**config.mk**
```make
export PLATFORM = sky130hd
export DESIGN_NAME = piece_bag_randomizer
export DESIGN_NICKNAME = d
export VERILOG_FILES = /design/src/rtl/piece_bag_randomizer.sv
export SDC_FILE = /design/constraint.sdc
export NUM_CORES = 1
export LEC_CHECK = 0
export CORE_MARGIN = 1
export CORE_UTILIZATION = 45
export DETAILED_ROUTE_END_ITERATION = 10
export GPL_TIMING_DRIVEN = 0
export PLACE_DENSITY = 0.74
export SYNTH_ARGS = -nofsm -noshare
export SYNTH_HDL_FRONTEND = slang
export SYNTH_SLANG_ARGS = --single-unit
```
**constraint.sdc**
```tcl
create_clock -name clk -period 2.25 [get_ports clk]
set_input_delay 0.225 -clock clk [delete_from_list [all_inputs] [get_ports clk]]
set_output_delay 0.225 -clock clk [all_outputs]
set_load 0.1 [all_outputs]
```
**src/rtl/piece_bag_randomizer.sv**
```systemverilog
// piece_bag_randomizer: Galois-LFSR Tetris piece generator with 7-bag mode and preview queue
module piece_bag_randomizer #(
  parameter int LFSR_W = 16,
  parameter logic [LFSR_W-1:0] TAPS = 16'hB400,
  parameter logic [LFSR_W-1:0] SEED = 16'hACE1,
  parameter int PREVIEW = 3
) (
  input  logic                   clk,
  input  logic                   reset,
  input  logic                   seed_load,
  input  logic [LFSR_W-1:0]      seed,
  input  logic                   mode,
  input  logic                   take,
  output logic [2:0]             piece,
  output logic                   valid,
  output logic [3*PREVIEW-1:0]   preview,
  output logic [6:0]             bag_used
);
  localparam int Q = PREVIEW + 1;
  localparam int CW = $clog2(Q + 1);
  logic [LFSR_W-1:0] lfsr, lfsr_nx;
  logic [CW-1:0] count, cnt_pop, count_nx;
  logic [6:0] bag, bag_eff, bag_set, bag_nx;
  logic [2:0] q [Q];
  logic [2:0] q_nx [Q];
  logic [2:0] c;
  logic mode_r, pop, acc;
  always_comb begin
    pop = take && valid;
    cnt_pop = count - CW'(pop);
    c = lfsr[2:0];
    // a mode change wipes the bag in the same cycle the new mode is first seen
    bag_eff = (mode != mode_r || !mode) ? '0 : bag;
    acc = c != 3'd7 && cnt_pop < CW'(Q) && (!mode || !bag_eff[c]);
    bag_set = bag_eff | (acc ? 7'b1 << c : 7'b0);
    bag_nx = (!mode || bag_set == 7'h7F) ? '0 : bag_set;
    count_nx = cnt_pop + CW'(acc);
    lfsr_nx = seed_load ? (seed == '0 ? SEED : seed) : (lfsr[0] ? (lfsr >> 1) ^ TAPS : lfsr >> 1);
    for (int i = 0; i < Q; i++) q_nx[i] = q[i];
    if (pop) begin
      for (int i = 0; i < Q - 1; i++) q_nx[i] = q[i + 1];
      q_nx[Q-1] = '0;
    end
    for (int i = 0; i < Q; i++) if (acc && cnt_pop == CW'(i)) q_nx[i] = c;
  end
  always_ff @(posedge clk or posedge reset) begin
    if (reset) begin
      lfsr <= SEED;
      count <= '0;
      bag <= '0;
      mode_r <= 1'b0;
      q <= '{default: '0};
    end else if (seed_load) begin
      lfsr <= lfsr_nx;
      count <= '0;
      bag <= '0;
      mode_r <= mode;
      q <= '{default: '0};
    end else begin
      lfsr <= lfsr_nx;
      count <= count_nx;
      bag <= bag_nx;
      mode_r <= mode;
      q <= q_nx;
    end
  end
  always_comb begin
    piece = q[0];
    valid = count == CW'(Q);
    bag_used = bag;
    for (int i = 1; i <= PREVIEW; i++) preview[3*(i-1) +: 3] = q[i];
  end
endmodule

```
==> flow_metrics.tcl, run 1 <==
set metrics [dict create \
    hold_viol_final 0 \
    synth_largest_area_cell "dfrtp_1" \
    synthesis.area_um2 2100 \
    max_freq_mhz 446 \
    std_cell_rows 24 \
    max-cap-violations 0 \
    critPathMostFrequentCell "ha_4" \
    yosys_warnings 0 \
    finalSetupViolCount 0 \
    drc 0 \
    grt_overflow 0 \
    synth-edff-count 0 \
    powerDensity_nw_per_um2 972 \
    hold_buffers 0 \
    grt_pass1_vias 1616 \
    placed_cell_area_um2 2620 \
    h-tree-depth 2 \
    finalInstanceArea_um2 2880 \
    synth_most_common_cell "dfrtp_1" \
    path_clk_slew_ps 80 \
    syn-num-nets 211 \
    diodes 0 \
    rsz0062_at_grt "true" \
    r2r_start "count[1]$_DFF_PP0_" \
    relSlewSlack_pct 34.5 \
    clkPwrFrac_pct 19.1 \
    synth_common_cells "dfrtp_1, nand2_1, mux2_2, mux2i_1, a21oi_1" \
    wl_um 4820 \
    maxSlewViolCount 0 \
    hold_start "seed_load" \
    ys_seq_area_share_pct 47.0 \
    hold_end "count[1]$_DFF_PP0_" \
    layout_setup_ws_ps 8.43 \
    grt_pass1_wl_um 7860 \
    synth-seq-cells 39 \
    ant_nets 0 \
    die-area_um2 4940 \
    cp_data_arrival_time_ps 2420 \
    vias 1659 \
    fin_tns_setup_ps 0 \
    yosys.area.top_type_share_pct 37.0 \
    die_width_um 70.3 \
    die_h_um 70.3 \
    clockBufferDepth 2 \
    crit_path_max_incr_delay_ps 430 \
    critPathBufInv 2 \
    cp_data_required_time_ps 2430 \
    antenna_found_initial 0 \
    min_period_ps 2240 \
    combPwrFrac_pct 48.4 \
    grt_max_degree 40 \
    power_mw 2.80 \
    start_kind "flip-flop" \
    synthArstFlopShare_pct 100 \
    whs_path_depth 2 \
    crit_family "compound AO/OA/AOI/OAI gates" \
    wire_per_inst_um 16.4 \
    hpwl_um 3300 \
    ioPinCount 41 \
    min_period_over_period_pct 99.6 \
    drtIter0Drc 130 \
    cts_tree "built" \
    numCtsBuffers 5 \
    synthToLayoutAreaGrowth_pct 37.2 \
    reg2reg_depth 11 \
    io_buffers 39 \
    p_leak_nw 1.22 \
    status "complete, no violations" \
    synth_area_leaders "dfrtp_1, dfstp_2, mux2_2" \
    coreArea_um2 4410 \
    crit_path_cell_trace "nor3b_4 -> nand2_4 -> inv_8 -> ha_4 -> ha_4 -> xnor2_4 -> a32o_2 -> o211ai_4 -> a32oi_4 -> buf_6 -> a21oi_1" \
    synth_cells 186 \
    fillers 343 \
    reg2reg_setup_slack_ps 8 \
    routabilityCongestion 0.857 \
    clock_sinks 39 \
    via_per_inst 5.66 \
    peakVddDrop_v 0.000484 \
    critPathKind "reg -> reg" \
    yosysUniqueCellTypes 43 \
    synth_flop_cell "dfrtp_1" \
    rr_endpoint "bag_used[2]$_DFF_PP0_" \
    postSynthAreaPerCell_um2 11.3 \
    swShare_pct 43.2 \
    power_switching_mw 1.21 \
    layout.nets 265 \
    initial_core_util_pct 47.5 \
    drive_above_1_share_pct 32.8 \
    clock_latency_ps 300 \
    place_ws_ps -317 \
    slowest_stage "dfrtp_1" \
    end_kind "flip-flop" \
    root_buffer "clkbuf_8" \
    tightest_slew_ps 980 \
    worst_clock_skew_ps 8.20 \
    dr.pass1.iters 4 \
    crit_fanout 4 \
    intPower_mw 1.59 \
    power_frac_seq_pct 32.5 \
    grt_usage_pct 20.7 \
    min_path_type "in -> reg" \
]
==> flip-flops by register name, indices dropped and copies added, names as in the netlist <==
signal,cells
count,3
mode_r,1
preview,9
lfsr,16
bag_used,7
piece,3
==> kinds of logic (layout without fill, tap and decap cells) <==
| group | Yosys count | after routing | share of synthesized area (%) |
|---|---|---|---|
| and+or+nand+nor | 53 | 53 | 13.8 |
| DFF | 39 | 39 | 47.0 |
| AOI/OAI and AO/OA | 34 | 34 | 13.2 |
| muxes | 31 | 31 | 15.8 |
| buffers and inverters | 19 | 74 | 5.31 |
| xor gates and xnor gates | 6 | 6 | 2.51 |
| adders and majority gates | 4 | 4 | 2.39 |
==> worst max-delay path by stage <==
stage | depth (start not counted) | to | from
final | 11 | bag_used[2]$_DFF_PP0_ | count[1]$_DFF_PP0_
after floorplan | 10 | bag_used[0]$_DFF_PP0_ | count[2]$_DFF_PP0_
after CTS | 10 | bag_used[5]$_DFF_PP0_ | count[0]$_DFF_PP0_
after detailed placement | 10 | bag_used[5]$_DFF_PP0_ | take
after global placement | 10 | bag_used[1]$_DFF_PP0_ | take
after global routing | 11 | bag_used[5]$_DFF_PP0_ | count[1]$_DFF_PP0_
==> metal layers <==
layer	up-vias	part of all wire [%]	track usage (%)
li1	784	-	-
met3	11	3.3	4.33
met5	-	0	0
met2	41	47	31.5
met1	823	48	28.6
met4	0	1.9	8.44
==> power groups by stage <==
stage,Clock (mW),Combinational [mW],Sequential [mW]
final,0.533,1.35,0.909
after global routing,0.565,1.44,0.923
after CTS,0.535,1.32,0.907
after detailed placement,0,1.26,0.923
after global placement,0,1.25,0.919
after floorplan,0,0.554,1.34
==> repair_timing <==
item	CTS	global route
pin swaps	6	8
gates resized for setup	11	11
setup endpoints to repair	13	9
buffers inserted	4	4
==> cells in the final DEF, fill, tap and decap left out, drive strengths merged, types with 3 or more instances in the layout <==
cell type / count
nand2: 20
nand4: 3
and3: 3
nor2: 7
o22a: 5
nor4: 5
ha: 4
mux2: 16
inv: 10
mux2i: 15
buf: 17
clkdlybuf4s50: 38
dfstp: 8
nor2b: 4
xnor2: 5
dfrtp: 31
a32oi: 4
clkbuf: 8
a21oi: 11
a22oi: 3
nand3: 6
==> cell type report <==
class	count	area, um2	area share (%)
buffer	9	73.8	2.57
clock buffer	7	96.3	3.35
clock inverter	1	7.51	0.261
inverter	10	45.0	1.57
multi-input combinational	128	1150	39.8
sequential	39	987	34.3
tap	52	65.1	2.26
timing repair buffer	47	455	15.8
==> metrics by stage <==
stage | instances | hold slack (ps) | utilization (%)
6_report | 293 | 257 | 65.2
5_1_grt | 293 | 293 | 65.2
4_1_cts | 289 | 261 | 63.6
3_5_place_dp | 277 | 467 | 59.4
3_3_place_gp | 277 | 459 | 59.4
2_1_floorplan | 186 | 256 | -
Note: power is estimated with default switching activity, not from simulation.
==> run 2, diff against run 1 <==
--- a/config.mk
+++ b/config.mk
@@ -6,10 +6,10 @@
 export NUM_CORES = 1
 export LEC_CHECK = 0
 export CORE_MARGIN = 1
-export CORE_UTILIZATION = 45
+export CORE_UTILIZATION = 34
 export DETAILED_ROUTE_END_ITERATION = 10
 export GPL_TIMING_DRIVEN = 0
-export PLACE_DENSITY = 0.74
 export SYNTH_ARGS = -nofsm -noshare
 export SYNTH_HDL_FRONTEND = slang
 export SYNTH_SLANG_ARGS = --single-unit
+export TNS_END_PERCENT = 20
==> run 2 against run 1 <==
Against the previous run: cell count grew 7.8%; critical path type unchanged; highest routed layer unchanged; global-route usage decreased by 4.6 points; clock-buffer cell count stayed put; core utilization is 16 points lower.
==> flow_metrics.tcl, run 2 (synthesis gave the netlist of run 1 again) <==
set metrics [dict create \
    hpwl_um 3290 \
    tightest_slew_ps 969 \
    crit_fanout 7 \
    powerDensity_nw_per_um2 949 \
    via_per_inst 5.11 \
    p_leak_nw 1.23 \
    path_clk_slew_ps 80 \
    synthToLayoutAreaGrowth_pct 37.9 \
    cp_data_arrival_time_ps 2440 \
    min_path_type "in -> reg" \
    dr.pass1.iters 4 \
    end_kind "flip-flop" \
    hold_start "seed_load" \
    vias 1616 \
    wl_um 4660 \
    drc 0 \
    clock_latency_ps 290 \
    grt_usage_pct 16.1 \
    layout.nets 265 \
    max-cap-violations 0 \
    die_width_um 80.5 \
    min_period_ps 2220 \
    relSlewSlack_pct 35.2 \
    largest_reg_flops 16 \
    peakVddDrop_v 0.000521 \
    start_kind "flip-flop" \
    drtIter0Drc 155 \
    worst_clock_skew_ps 7.01 \
    critPathLaunch "count[1]$_DFF_PP0_" \
    grt_pass1_vias 1627 \
    ant_nets 0 \
    routabilityCongestion 0.788 \
    ioPinCount 41 \
    root_buffer "clkbuf_8" \
    holdWs_ps 241 \
    die_h_um 80.5 \
    hold_buffers 0 \
    grt_overflow 0 \
    clock_sinks 39 \
    io_buffers 39 \
    grt_max_degree 40 \
    min_period_over_period_pct 98.9 \
    cp_data_required_time_ps 2470 \
    drive_above_1_share_pct 32.4 \
    finalSetupViolCount 0 \
    diodes 0 \
    top_register "lfsr" \
    fillers 547 \
    clockBufferDepth 2 \
    die-area_um2 6490 \
    grt_pass1_wl_um 7910 \
    numCtsBuffers 5 \
    cts_tree "built" \
    antenna_found_initial 0 \
    hold_viol_final 0 \
    rsz0062_at_grt "true" \
    final_cell_mix "clkdlybuf4s50_1, dfrtp_1, nand2_1" \
    layoutNonFillerInstCount 316 \
    power_mw 2.74 \
    std_cell_rows 28 \
    layout.cells.most_common "clkdlybuf4s50_1" \
    initial_core_util_pct 35.4 \
    critPathKind "reg -> reg" \
    max_freq_mhz 449 \
    h-tree-depth 2 \
    status "complete, no violations" \
    r2r_start "count[1]$_DFF_PP0_" \
    dp_cells 300 \
    maxSlewViolCount 0 \
    coreArea_um2 5920 \
    wire_per_inst_um 14.7 \
]
[run 2: cell types whose count changed in the layout (fill, tap and decap cells not counted), sizes merged]
cell         before  now
clkinv            0    1
buf              17   16
clkinvlp          1    0
dlygate4sd2       0    1
[run 2: per-layer routing]
layer	vias to the layer above	GRT usage (%)	share of wire [%]
li1	781	-	-
met1	787	22.1	50
met2	42	25.0	45
met3	6	3.52	3.9
met4	0	5.18	1.2
met5	-	0	0
[run 2: what timing repair did]
item / CTS / global route
pin swaps: 3 / 8
setup buffers: 2 / 6
resized for setup: 10 / 9
gates cloned: 0 / 0
setup endpoints to repair: 13 / 16
[run 2: power breakdown]
group / switching, mW / leakage [nW] / total, mW / internal [mW]
Sequential: 0.0837 / 0.487 / 0.907 / 0.823
Clock: 0.245 / 0.0482 / 0.493 / 0.248
Combinational: 0.857 / 0.694 / 1.35 / 0.488
Total: 1.19 / 1.23 / 2.74 / 1.56
[run 2: worst max-delay path: stages (launching register included)]
cell and delay (ps):
dfrtp_1 420, nor3b_4 260, nand2_4 100, inv_8 70, ha_4 130, ha_4 180
xor2_4 260, nor2_1 120, a41o_1 410, a21oi_2 200
[run 2: final timing paths]
| check | endpoint | slack, ps | cells past startpoint |
|---|---|---|---|
| hold reg to reg | lfsr[11]$_DFF_PP1_ | 480 | 1 |
| setup reg to reg | bag_used[5]$_DFF_PP0_ | 30 | 9 |
| setup / recovery | bag_used[5]$_DFF_PP0_ | 30 | 9 |
| hold / removal | count[1]$_DFF_PP0_ | 240 | 2 |
| min in group asynchronous | bag_used[3]$_DFF_PP0_ | 410 | 2 |
| max in group asynchronous | count[2]$_DFF_PP0_ | 1280 | 2 |
[run 2: area by class of cell]
| type | instances | area [um2] | share of cell area, % |
|---|---|---|---|
| clock buffer | 7 | 86.3 | 2.98 |
| inverter | 10 | 45.0 | 1.56 |
| clock inverter | 1 | 5.00 | 0.173 |
| buffer | 9 | 73.8 | 2.55 |
| timing repair buffer | 47 | 462 | 16.0 |
| multi-input combinational | 128 | 1140 | 39.4 |
| sequential | 39 | 987 | 34.1 |
| tap | 75 | 93.8 | 3.24 |
[run 2: through the flow]
step	cell area [um2]	utilization (%)	TNS (ps)	worst slack, ps
floorplan	2160	-	-13730	-734
global placement	2650	44.7	-2710	-311
detailed placement	2650	44.7	-2200	-255
CTS	2810	47.4	0	0.133
global route	2890	48.9	-647	-95.3
finish	2890	48.9	0	25.3
